**config.mk**
```make
export PLATFORM = sky130hd
export DESIGN_NAME = tile_arbiter
export DESIGN_NICKNAME = d
export VERILOG_FILES = /design/src/rtl/tile_arbiter.sv
export SDC_FILE = /design/constraint.sdc
export NUM_CORES = 2
export LEC_CHECK = 0
export BUFFER_PORTS_ARGS = -buffer_cell sky130_fd_sc_hd__buf_2
export CORE_MARGIN = 2
export CORE_UTILIZATION = 30
export DETAILED_ROUTE_END_ITERATION = 8
export PLACE_DENSITY = 0.53
export SLEW_MARGIN = 20
export SYNTH_ARGS = -nofsm -noshare
export SYNTH_HDL_FRONTEND = slang
export SYNTH_SLANG_ARGS = --single-unit
```
**constraint.sdc**
```tcl
create_clock -name vgaclk -period 9.9 [get_ports vgaclk]
set_clock_uncertainty 0.15 [all_clocks]
set_input_delay 1.485 -clock vgaclk [delete_from_list [all_inputs] [get_ports vgaclk]]
set_output_delay 1.485 -clock vgaclk [all_outputs]
set_load 0.01 [all_outputs]
```
**src/rtl/tile_arbiter.sv**
```systemverilog
// Tile colour RAM for a COLS x ROWS grid of BSIZE-pixel blocks. Scanout owns fixed
// read slots; a whole-grid clear and two round-robin writers share the other cycles.
module tile_arbiter #(
    parameter int COLS    = 16,
    parameter int ROWS    = 12,
    parameter int BSIZE   = 40,
    parameter int HPIXELS = 640,
    parameter int HTOTAL  = 800,
    parameter int VLINES  = 480,
    parameter int VTOTAL  = 525
) (
    input  logic        vgaclk,
    input  logic        rst,
    input  logic [9:0]  hc,
    input  logic [9:0]  vc,
    input  logic        req0,
    input  logic [7:0]  addr0,
    input  logic [11:0] data0,
    output logic        ack0,
    input  logic        req1,
    input  logic [7:0]  addr1,
    input  logic [11:0] data1,
    output logic        ack1,
    input  logic        clr,
    input  logic [11:0] clr_color,
    output logic        busy,
    output logic        err,
    output logic [3:0]  red_out,
    output logic [3:0]  green_out,
    output logic [3:0]  blue_out
);
    localparam int NTILES = COLS * ROWS;

    localparam logic [0:0] S_IDLE  = 1'b0;
    localparam logic [0:0] S_CLEAR = 1'b1;

    logic [11:0] r_mem [0:NTILES-1];
    logic [0:0]  r_state;
    logic [7:0]  r_ptr;
    logic [11:0] r_fill;
    logic [11:0] r_pix;
    logic        r_ack0;
    logic        r_ack1;
    logic        r_err;
    logic        r_last;

    logic [10:0] w_hc1;
    logic [9:0]  w_nv;
    logic        w_slot_mid;
    logic        w_slot_sol;
    logic        w_slot;
    logic        w_free;
    logic [7:0]  w_raddr;
    logic        w_elig0;
    logic        w_elig1;
    logic        w_arb_ok;
    logic        w_gnt0;
    logic        w_gnt1;
    logic        w_gnt;
    logic [7:0]  w_gaddr;
    logic [11:0] w_gdata;
    logic        w_inrange;
    logic        w_clr_we;
    logic        w_we;
    logic [7:0]  w_waddr;
    logic [11:0] w_wdata;

    // Scan slots sit one cycle before each tile boundary so pix changes right on it.
    assign w_hc1      = {1'b0, hc} + 11'd1;
    assign w_nv       = (vc == 10'(VTOTAL - 1)) ? 10'd0 : vc + 10'd1;
    assign w_slot_mid = (vc < 10'(VLINES)) && ((w_hc1 % 11'(BSIZE)) == 11'd0)
                        && (w_hc1 < 11'(HPIXELS));
    assign w_slot_sol = (hc == 10'(HTOTAL - 1)) && (w_nv < 10'(VLINES));
    assign w_slot     = w_slot_mid | w_slot_sol;
    assign w_free     = ~w_slot;

    assign w_raddr = w_slot_sol
                   ? 8'(int'(w_nv / 10'(BSIZE)) * COLS)
                   : 8'(int'(vc / 10'(BSIZE)) * COLS + int'(w_hc1 / 11'(BSIZE)));

    // A requester whose ack is showing has already been served for this request.
    assign w_elig0  = req0 & ~r_ack0;
    assign w_elig1  = req1 & ~r_ack1;
    assign w_arb_ok = (r_state == S_IDLE) & w_free & ~clr;
    assign w_gnt0   = w_arb_ok & w_elig0 & (~w_elig1 | r_last);
    assign w_gnt1   = w_arb_ok & w_elig1 & (~w_elig0 | ~r_last);
    assign w_gnt    = w_gnt0 | w_gnt1;

    assign w_gaddr   = w_gnt1 ? addr1 : addr0;
    assign w_gdata   = w_gnt1 ? data1 : data0;
    assign w_inrange = w_gaddr < 8'(NTILES);
    assign w_clr_we  = (r_state == S_CLEAR) & w_free;

    assign w_we    = rst & (w_clr_we | (w_gnt & w_inrange));
    assign w_waddr = w_clr_we ? r_ptr : w_gaddr;
    assign w_wdata = w_clr_we ? r_fill : w_gdata;

    always_ff @(posedge vgaclk) begin
        if (w_we) begin
            r_mem[w_waddr] <= w_wdata;
        end
    end

    always_ff @(posedge vgaclk or negedge rst) begin
        if (!rst) begin
            r_state <= S_CLEAR;
            r_ptr   <= '0;
            r_fill  <= '0;
            r_pix   <= '0;
            r_ack0  <= 1'b0;
            r_ack1  <= 1'b0;
            r_err   <= 1'b0;
            r_last  <= 1'b1;
        end else begin
            r_ack0 <= w_gnt0;
            r_ack1 <= w_gnt1;
            r_err  <= w_gnt & ~w_inrange;
            if (w_gnt) begin
                r_last <= w_gnt1;
            end
            if (w_slot) begin
                r_pix <= r_mem[w_raddr];
            end
            case (r_state)
                S_IDLE: begin
                    if (clr) begin
                        r_state <= S_CLEAR;
                        r_ptr   <= '0;
                        r_fill  <= clr_color;
                    end
                end
                S_CLEAR: begin
                    if (w_free) begin
                        if (r_ptr == 8'(NTILES - 1)) begin
                            r_state <= S_IDLE;
                        end else begin
                            r_ptr <= r_ptr + 8'd1;
                        end
                    end
                end
                default: r_state <= S_IDLE;
            endcase
        end
    end

    assign ack0      = r_ack0;
    assign ack1      = r_ack1;
    assign err       = r_err;
    assign busy      = (r_state == S_CLEAR);
    assign red_out   = r_pix[11:8];
    assign green_out = r_pix[7:4];
    assign blue_out  = r_pix[3:0];

endmodule

```
==> impl_metrics.csv <==
group,metric,value,unit
drt,dr.first_iter.drc_count,10765,
drt,vias,66922,
power,total_power,26.4,mW
clock_network,cts_setup_buffers,0,
clock_network,ctsHoldBuffers,0,
timing,fmax,0.116,GHz
synth,synth_top_area_share,72.1,%
floorplanning,core,318000,µm²
drt,ant_nets,0,
run,cap_violations,0,
drt,via_per_inst,5.71,
placed_design,gp_congestion,0.971,
global_route,grt_pass1_vias,62795,
timing,setup_violations,0,
global_route,grt_first_pass_wirelength,510000,µm
power,vdd.ir_drop.worst,0.000172,V
clock_network,clockBufferDepth,3,
synth,syn_inst,6949,
global_route,antenna_found_initial,23,
global_route,grt_max_degree,157,
critical_path,end_kind,"flip-flop",
global_route,overflow,0,
synth,yosys_warnings,0,
worst_hold_path,hold_class,"flip-flop to flip-flop",
synth,synth.top_cells.by_count,"edfxtp_1 (2304), nand2_1 (1164), nor2_1 (458), nand3_1 (341), mux2i_1 (247)",
floorplanning,die_w,570,µm
synth,avgSynthCellArea,13.8,µm²
final_layout,nNetsFinal,7418,
final_layout,nFillCells,30392,
timing,hold_viol,0,
drt,wl_per_cell,31.7,µm
timing,timing.max_slew.rel_slack,20.9,%
power,leakage,37.4,nW
clock_network,cts_tree,"yes",
worst_hold_path,whs_path_depth,2,
drt,first_pass_iters,9,
synth,synth_async_sr_flop_share,1.58,%
global_route,grt.total_usage,22.1,%
clock_network,clock_sinks,2341,
synth,synthFlopType,"edfxtp_1",
critical_path,worst-path-max-fanout,24,
timing,min_period_over_period,87.3,%
global_route,grt_util_met3,6.03,%
timing,fin_crit,8.64,ns
drt,wl,371000,µm
critical_path,critPathArrivalTime,9.27,ns
power,powerDensity,235,nW/µm²
synth,yosys-top-cells-area,"edfxtp_1 (72%), nand2_1 (4.6%), mux2i_1 (2.6%)",
placed_design,dp_worst_setup_slack,0.685,ns
timing,final.setup.worst_slack,1.26,ns
placed_design,dp_hpwl,234000,µm
synth,syn-cell-area,96000,µm²
clock_network,clk_latency,0.88,ns
synth,ys_ff_latch,2341,
critical_path,worst_setup_path_start_kind,"input port",
final_layout,syn2layout_area_growth,17.1,%
synth,yosysTopAreaCell,"edfxtp_1",
critical_path,r2r_cells,10,
floorplanning,rows,207,
clock_network,cts_max_level,4,
synth,seq_area_frac_synth,73.0,%
clock_network,post_cts_resized,0,
synth,yosysMostFrequentCell,"edfxtp_1",
drt,drcViolationCount,0,
synth,synthesis.nets,7036,
global_route,use_met2,32.9,%
floorplanning,chipHeight,570,µm
placed_design,numPortBuffers,92,
floorplanning,io_pins,93,
critical_path,critPathRequiredTime,10.53,ns
clock_network,numCtsBuffers,237,
clock_network,cts-root-buf,"clkbuf_16",
global_route,grt-busiest-layer,"met2",
synth,synth_enable_flop_cells,2304,
timing,maxSlewViolCount,0,
critical_path,crit_type,"input port to flip-flop",
clock_network,clkSlewWorstSetupHoldPaths,0.06,ns
global_route,grt_use_met1,30.5,%
timing,rsz0062_at_grt,"no",
final_layout,drive_gt1_share,14.9,%
floorplanning,die-area,325000,µm²
run_status,status,"completed",
synth,synth_cell_type_count,111,
floorplanning,initial_core_util,30.2,%
timing,worst_slew_pin_slew,1.17,ns
[metal layers]
metal,part of all wire (%),wire (µm)
met3,12,46300
met1,40,147000
met2,43,161000
met4,4.4,16300
met5,0.015,56
[area by class of cell]
type                    count  area (µm²)  share of cell area (%)
diodes                      6        15.0                  0.0134
clock buffers             300        6270                    5.58
clock inverters           138        1330                    1.19
inverters                  19        71.3                  0.0634
multi-input cells        4091       23900                    21.3
flip-flops and latches   2341       70100                    62.4
well taps                4180        5230                    4.65
repair buffers            641        5470                    4.86
[power by group]
| group | switching (mW) | internal, mW | total, mW |
|---|---|---|---|
| clock network | 3.87 | 5.05 | 8.93 |
| logic | 4.60 | 1.51 | 6.11 |
| registers | 0.110 | 11.3 | 11.4 |
[kinds of logic after synthesis]
logic type	count (synthesis)	share of synthesized area (%)
buffers and inverters	517	2.53
muxes	276	2.91
xor gates and xnor gates	20	0.182
adders and majority gates	14	0.180
AOI/OAI and AO/OA	1389	10.2
and+or+nand+nor	2392	11.0
DFF	2341	73.0
[stage by stage]
step,TNS [ns],hold slack [ns],cell area (µm²),instances,utilization [%]
after floorplan,-1877.94,0.296,96100,6949,-
after CTS,0,0.328,112000,11710,35.3
after global placement,0,0.314,105000,11265,32.9
final,0,0.322,112000,11716,35.3
after detailed placement,0,0.313,105000,11272,32.9
after global routing,0,0.351,112000,11710,35.3
[state kept, by name (all words and copies together), names as in the netlist]
name and count:
r_mem 2304, r_last 1, ack0 1, r_pix 12
err 1, r_ptr 8, busy 1, r_fill 12
ack1 1
[worst paths after layout]
check                      slack, ns       endpoint      start
max                             1.26       r_pix[9]      hc[0]
min                             0.32      r_fill[2]  r_fill[2]
max reg2reg                     5.61  r_mem[171][0]       ack1
min reg2reg                     0.32      r_fill[2]  r_fill[2]
max in group asynchronous       8.56     r_fill[10]        rst
min in group asynchronous       0.57       r_pix[0]        rst
[worst max-delay path, cell delays in order]
cell       delay (ns)
buf_2            0.15
ha_1             0.37
nand4_1          0.27
nor2_1           0.32
xnor2_1          0.23
nand2_1          0.10
ha_1             0.32
a21oi_1          0.14
a22oi_1          0.09
o31ai_1          0.39
o22a_2           0.34
nor3_1           0.12
a32oi_1          0.27
nand2_1          0.19
nor3_1           0.51
a2bb2oi_4        0.60
buf_4            0.59
and3_1           0.23
a211oi_1         0.05
o311ai_0         0.63
o311ai_0         0.53
a31oi_1          0.66
o211ai_1         0.44
o211ai_1         0.19
[placed cells by master (no fill, tap or decap), drive strengths merged, types with 109 or more instances in the layout]
master / n
nor3: 109
buf: 641
a21oi: 207
edfxtp: 2304
mux2i: 247
o21ai: 206
clkbuf: 300
a211oi: 118
a31oi: 176
nand2: 1166
o221ai: 157
nor2: 463
nand3: 345
No activity file was read; power rests on OpenSTA's default activity.
